[config.mk]
export PLATFORM = sky130hd
export DESIGN_NAME = reg_file_ctrl
export DESIGN_NICKNAME = d
export VERILOG_FILES = /design/src/rtl/reg_file_ctrl_pkg.sv /design/src/rtl/reg_file_ctrl_cmd_timer.sv /design/src/rtl/reg_file_ctrl.sv
export SDC_FILE = /design/constraint.sdc
export NUM_CORES = 1
export LEC_CHECK = 0
export BUFFER_PORTS_ARGS = -buffer_cell sky130_fd_sc_hd__clkbuf_2
export CAP_MARGIN = 20
export CORE_MARGIN = 2
export CORE_UTILIZATION = 44
export DETAILED_ROUTE_END_ITERATION = 12
export PLACE_DENSITY = 0.84
export SETUP_SLACK_MARGIN = 0.3
export SLEW_MARGIN = 0
export SYNTH_ARGS = -nofsm -noshare
export SYNTH_HDL_FRONTEND = slang
export SYNTH_SLANG_ARGS = --single-unit
[constraint.sdc]
create_clock -name CLK -period 1.55 [get_ports CLK]
set_clock_uncertainty 0.2 [all_clocks]
set_input_delay 0.0775 -clock CLK [delete_from_list [all_inputs] [get_ports CLK]]
set_output_delay 0.0775 -clock CLK [all_outputs]
set_load 0.1 [all_outputs]
[src/rtl/reg_file_ctrl_pkg.sv]
// Shared definitions for the register-file command controller: opcodes,
// FSM state encoding and default widths.
package reg_ctrl_pkg;

  localparam int DEF_DATA_WIDTH     = 8;
  localparam int DEF_ADDR_WIDTH     = 3;
  localparam int DEF_TIMEOUT_CYCLES = 1024;

  localparam logic [7:0] WR_CMD = 8'hAA;
  localparam logic [7:0] RD_CMD = 8'hBB;

  typedef enum logic [2:0] {
    IDLE    = 3'd0,
    WR_ADDR = 3'd1,
    WR_DATA = 3'd2,
    RD_ADDR = 3'd3,
    RD_WAIT = 3'd4,
    RD_SEND = 3'd5
  } state_e;

endpackage

[src/rtl/reg_file_ctrl_cmd_timer.sv]
// Partial-frame timeout counter: clears on any accepted byte or when disabled,
// and flags expiry once TIMEOUT_CYCLES-1 idle cycles have been counted.
module cmd_timer #(
  parameter int TIMEOUT_CYCLES = 16
) (
  input  logic clk,
  input  logic rst_n,
  input  logic clr,
  input  logic en,
  output logic expired
);

  localparam int               CNT_W = $clog2(TIMEOUT_CYCLES) + 1;
  localparam logic [CNT_W-1:0] LAST  = CNT_W'(TIMEOUT_CYCLES - 1);

  logic [CNT_W-1:0] cnt_q, cnt_d;

  // A byte in the expiry cycle wins, so clr masks the expiry flag.
  assign expired = en && !clr && (cnt_q == LAST);

  always_comb begin
    cnt_d = cnt_q;
    if (clr || !en) begin
      cnt_d = '0;
    end else if (cnt_q != LAST) begin
      cnt_d = cnt_q + CNT_W'(1);
    end
  end

  always_ff @(posedge clk or negedge rst_n) begin
    if (!rst_n) begin
      cnt_q <= '0;
    end else begin
      cnt_q <= cnt_d;
    end
  end

endmodule

[src/rtl/reg_file_ctrl.sv]
// Byte-command controller in front of the register file: parses AA/addr/data
// writes and BB/addr reads, returns read data to the transmitter.
// Optional partial-frame timeout is built when CMD_TIMEOUT_EN is defined.
module reg_file_ctrl
  import reg_ctrl_pkg::*;
#(
  parameter int DATA_WIDTH     = DEF_DATA_WIDTH,
  parameter int ADDR_WIDTH     = DEF_ADDR_WIDTH,
  parameter int TIMEOUT_CYCLES = DEF_TIMEOUT_CYCLES
) (
  input  logic                  CLK,
  input  logic                  RST,
  input  logic [DATA_WIDTH-1:0] RX_P_DATA,
  input  logic                  RX_D_VLD,
  output logic [DATA_WIDTH-1:0] TX_P_DATA,
  output logic                  TX_D_VLD,
  input  logic                  TX_BUSY,
  output logic                  RF_WrEn,
  output logic                  RF_RdEn,
  output logic [ADDR_WIDTH-1:0] RF_Address,
  output logic [DATA_WIDTH-1:0] RF_WrData,
  input  logic [DATA_WIDTH-1:0] RF_RdData,
  output logic                  CMD_ERR
);

  state_e                state_q, state_d;
  logic [ADDR_WIDTH-1:0] addr_q, addr_d;
  logic [DATA_WIDTH-1:0] wr_data_q, wr_data_d;
  logic [DATA_WIDTH-1:0] tx_data_q, tx_data_d;
  logic                  wr_en_q, wr_en_d;
  logic                  rd_en_q, rd_en_d;
  logic                  tx_vld_q, tx_vld_d;
  logic                  cmd_err_q, cmd_err_d;

  logic addr_valid;
  logic is_wr_cmd;
  logic is_rd_cmd;
  logic timeout;

  assign addr_valid = (RX_P_DATA >> ADDR_WIDTH) == '0;
  assign is_wr_cmd  = RX_P_DATA == DATA_WIDTH'(WR_CMD);
  assign is_rd_cmd  = RX_P_DATA == DATA_WIDTH'(RD_CMD);

`ifdef CMD_TIMEOUT_EN
  logic timer_en;

  assign timer_en = (state_q == WR_ADDR) || (state_q == WR_DATA) || (state_q == RD_ADDR);

  cmd_timer #(
    .TIMEOUT_CYCLES(TIMEOUT_CYCLES)
  ) u_cmd_timer (
    .clk    (CLK),
    .rst_n  (RST),
    .clr    (RX_D_VLD),
    .en     (timer_en),
    .expired(timeout)
  );
`else
  // No counter in this build; the comparison is constant-false and only
  // keeps TIMEOUT_CYCLES referenced.
  assign timeout = (TIMEOUT_CYCLES < 0);
`endif

  always_ff @(posedge CLK or negedge RST) begin
    if (!RST) begin
      state_q <= IDLE;
    end else begin
      state_q <= state_d;
    end
  end

  always_comb begin
    state_d = state_q;
    unique case (state_q)
      IDLE: begin
        if (RX_D_VLD) begin
          if (is_wr_cmd) begin
            state_d = WR_ADDR;
          end else if (is_rd_cmd) begin
            state_d = RD_ADDR;
          end
        end
      end
      WR_ADDR: begin
        if (RX_D_VLD) begin
          state_d = addr_valid ? WR_DATA : IDLE;
        end else if (timeout) begin
          state_d = IDLE;
        end
      end
      WR_DATA: begin
        if (RX_D_VLD || timeout) begin
          state_d = IDLE;
        end
      end
      RD_ADDR: begin
        if (RX_D_VLD) begin
          state_d = addr_valid ? RD_WAIT : IDLE;
        end else if (timeout) begin
          state_d = IDLE;
        end
      end
      RD_WAIT: state_d = RD_SEND;
      RD_SEND: begin
        if (!TX_BUSY) begin
          state_d = IDLE;
        end
      end
      default: state_d = IDLE;
    endcase
  end

  always_comb begin
    addr_d    = addr_q;
    wr_data_d = wr_data_q;
    tx_data_d = tx_data_q;
    wr_en_d   = 1'b0;
    rd_en_d   = 1'b0;
    tx_vld_d  = 1'b0;
    cmd_err_d = 1'b0;
    unique case (state_q)
      IDLE: begin
        if (RX_D_VLD && !is_wr_cmd && !is_rd_cmd) begin
          cmd_err_d = 1'b1;
        end
      end
      WR_ADDR: begin
        if (RX_D_VLD) begin
          if (addr_valid) begin
            addr_d = RX_P_DATA[ADDR_WIDTH-1:0];
          end else begin
            cmd_err_d = 1'b1;
          end
        end else if (timeout) begin
          cmd_err_d = 1'b1;
        end
      end
      WR_DATA: begin
        if (RX_D_VLD) begin
          wr_data_d = RX_P_DATA;
          wr_en_d   = 1'b1;
        end else if (timeout) begin
          cmd_err_d = 1'b1;
        end
      end
      RD_ADDR: begin
        if (RX_D_VLD) begin
          if (addr_valid) begin
            addr_d  = RX_P_DATA[ADDR_WIDTH-1:0];
            rd_en_d = 1'b1;
          end else begin
            cmd_err_d = 1'b1;
          end
        end else if (timeout) begin
          cmd_err_d = 1'b1;
        end
      end
      RD_WAIT: begin
        cmd_err_d = RX_D_VLD;
      end
      RD_SEND: begin
        // Stray bytes are dropped but the pending read still completes.
        cmd_err_d = RX_D_VLD;
        if (!TX_BUSY) begin
          tx_data_d = RF_RdData;
          tx_vld_d  = 1'b1;
        end
      end
      default: ;
    endcase
  end

  always_ff @(posedge CLK or negedge RST) begin
    if (!RST) begin
      addr_q    <= '0;
      wr_data_q <= '0;
      tx_data_q <= '0;
      wr_en_q   <= 1'b0;
      rd_en_q   <= 1'b0;
      tx_vld_q  <= 1'b0;
      cmd_err_q <= 1'b0;
    end else begin
      addr_q    <= addr_d;
      wr_data_q <= wr_data_d;
      tx_data_q <= tx_data_d;
      wr_en_q   <= wr_en_d;
      rd_en_q   <= rd_en_d;
      tx_vld_q  <= tx_vld_d;
      cmd_err_q <= cmd_err_d;
    end
  end

  assign RF_Address = addr_q;
  assign RF_WrData  = wr_data_q;
  assign RF_WrEn    = wr_en_q;
  assign RF_RdEn    = rd_en_q;
  assign TX_P_DATA  = tx_data_q;
  assign TX_D_VLD   = tx_vld_q;
  assign CMD_ERR    = cmd_err_q;

endmodule

==> metrics.csv <==
stage,metric,value,unit
die,Initial Util,45.32,%
layout,Final Net Count,179,
power,Switching Share,31.14,%
cts,Sink Count,26,
drt,Max Used Layer,met4,
setup_path,Setup crit start kind,flip-flop,
die,die area,3204,um2
setup_path,Critical Path Max Stage Delay,0.47,ns
die,Die W,56.60,um
layout,final core occ,85.00,%
hold_path,Hold WC Path Type,primary input to flip-flop,
timing,Slew Limit Fails,0,
setup_path,Worst path slowest cell,dfrtp_2,
timing,Peak Freq,0.6069,GHz
timing,worst slew pin tran,0.6434,ns
layout,fillcell total,117,
power,Pint,1.198,mW
placed_design,Placed Area,1479,um2
setup_path,flop-to-flop setup slack,-0.1,ns
drt,met1 WL,1617,um
synthesis,Unique masters post-synth,26,
setup_path,WS Path Type,flip-flop to flip-flop,
power,Worst VDD drop,853.9,uV
layout,Final Instance Area,2283,um2
setup_path,CP max FO,9,
cts,CTS tree,done,
setup_path,crit end category,flip-flop,
layout,diode count,0,
cts,clk_lat worst skew,0.32,ns
synthesis,Synth Instances,78,
die,Core ar.,2686,um2
timing,Max-slew headroom,57.11,%
grt,initial antenna violation count,0,
drt,First-pass DRT Iterations,4,
drt,DR iter-0 viols,23,
drt,DR DRC count,0,
grt,vias in the first global route,1052,
power,Power Dens Cells,761.7,nW/um2
drt,vias per inst,5.291,
placed_design,dpl hpwl,1883,um
grt,grt ovf,0,
timing,period utilization,106.3,%
run_status,failing checks,"hold timing, setup timing",
synthesis,Seq cells post-synth,26,
synthesis,Avg Inst Size Synth,15.61,um2
layout,share of cells above drive strength 1,67.72,%
synthesis,Ys Warns,0,
layout,Layout area overhead,87.56,%
cts,# hold bufs at CTS,17,
setup_path,worst path bufs/invs,1,
setup_path,CP arrival,1.67,ns
drt,DR vias,1000,
setup_path,required time worst endpoint,1.57,ns
drt,Total Wirelength,3960,um
drt,antenna-violating nets left,0,
job,max-cap violations,0,
cts,Clock Tree Buf Depth,2,
cts,CTS Buf Count,3,
timing,RSZ-0062 raised after global routing,yes,
timing,Final Hold Viols,3,
synthesis,Syn Std Cell Area,1217,um2
drt,met3 wire len,237,um
setup_path,CP top delay family,flip-flops,
power,Clk pwr share,26.9,%
power,Switch Pwr,541.7,uW
timing,Hold Worst Slack,-0.06711,ns
die,Site Rows,19,
synthesis,register area share after synthesis,53.44,%
run_status,status,"finished, violations left",
timing,min cycle time layout,1.648,ns
cts,Root Driver,clkbuf_4,
die,Die Ht,56.60,um
layout,most frequent cells in the layout,"19 x mux2_4, 19 x clkbuf_2, 16 x dfrtp_1",
placed_design,Setup WS pre-CTS,-0.03296,ns
power,Logic pwr share,30.6,%
drt,met2 wire len,2086,um
cts,clock edge transition at the registers on the reported setup and hold paths,0.14,ns
die,# IOs,43,
drt,WL/cell,20.95,um
setup_path,crit-path cells,nand2b_4 > nor3b_2 > buf_6 > mux2_4,
grt,global-route wire length before repair,5285,um
placed_design,final weighted congestion in routability-driven placement,0.9017,
power,Pleak,1.088,nW
synthesis,Syn Nets,98,
grt,pin count of the biggest net entering global routing,27,
timing,setup ws final,-0.09777,ns
cts,H-tree levels,1,
timing,final setup fails,19,
power,Flop pwr share,42.4,%
grt,GRT Total Usage,22.18,%
placed_design,port buffer count,42,
[per-stage QoR]
stage	setup TNS, ns	hold WS [ns]	cells	power (mW)
2_1_floorplan	-0.1695	-0.4181	78	0.9996
3_3_place_gp	0	-0.09617	152	1.084
3_5_place_dp	-0.3316	-0.07153	152	1.091
4_1_cts	-0.2039	-0.1199	181	1.695
5_1_grt	-1.595	-0.07670	189	1.786
6_report	-1.020	-0.06711	189	1.739
[final cells by class]
| cell class | instances | area (um2) | area share [%] |
|---|---|---|---|
| Clock buffer | 3 | 22.52 | 0.9863 |
| Clock inverter | 1 | 30.03 | 1.315 |
| Sequential cell | 26 | 663.1 | 29.04 |
| Tap cell | 31 | 38.79 | 1.699 |
| Inverter | 2 | 7.507 | 0.3288 |
| Multi-Input combinational cell | 47 | 561.8 | 24.60 |
| Timing Repair Buffer | 79 | 959.7 | 42.03 |
[cell families after synthesis]
group	after synthesis	share of synthesized area, %
AOI/OAI and AO/OA	5	3.700
xor gates and xnor gates	1	0.7196
buffers and inverters	5	3.392
DFF	26	53.44
muxes	19	23.43
and+or+nand+nor	22	15.32
[synthesized netlist by cell type (all sizes together)]
cell / number / share of area [%]
dfrtp: 26 / 53
mux2: 19 / 23
buf: 3 / 2.8
nor2: 3 / 1.1
nor3b: 3 / 2.7
a32o: 2 / 1.6
inv: 2 / 0.62
nand2: 2 / 0.82
nand2b: 2 / 1.8
nand3: 2 / 0.82
nor4b: 2 / 2.5
o221ai: 2 / 1.4
a21o: 1 / 0.62
and3: 1 / 0.51
and3b: 1 / 0.72
and4b: 1 / 0.82
nand4: 1 / 0.51
nor2b: 1 / 0.51
nor4: 1 / 1.0
or2: 1 / 0.51
or4: 1 / 0.92
xnor2: 1 / 0.72
[per-layer routing]
layer / global-route usage, % / vias to the layer above
met5: 0 / -
met4: 4.422 / 0
met3: 5.300 / 2
met2: 38.37 / 56
met1: 28.27 / 499
li1: - / 443
[flip-flops by register name, indices dropped and copies added (netlist names)]
name	count
TX_P_DATA	8
RF_RdEn	1
TX_D_VLD	1
RF_WrData	8
RF_WrEn	1
CMD_ERR	1
state_q	3
RF_Address	3
[repair_timing]
item                                   4_1_cts  5_1_grt
buffers inserted                             8        8
endpoints found under the hold margin       50        4
resized for setup                           67       19
pin swaps                                    0        3
setup endpoints to repair                   48       46
cloned                                       0        0
[final timing paths]
check | from | end | cells past startpoint
worst max-delay path | state_q[0] | TX_P_DATA[5] | 4
worst min-delay path | RX_P_DATA[4] | RF_WrData[4] | 2
worst max register to register | state_q[0] | TX_P_DATA[5] | 4
worst min register to register | TX_P_DATA[1] | TX_P_DATA[1] | 1
max in group asynchronous | RST | state_q[0] | 2
min in group asynchronous | RST | RF_Address[2] | 2
[power groups by stage]
stage	sequential, mW	clock, mW	combinational (mW)
after floorplan	0.944	0	0.0559
after global placement	0.737	0	0.348
after detailed placement	0.737	0	0.354
after CTS	0.732	0.474	0.489
after global routing	0.742	0.497	0.546
final	0.738	0.468	0.533
Power figures use the tool's default switching activity.
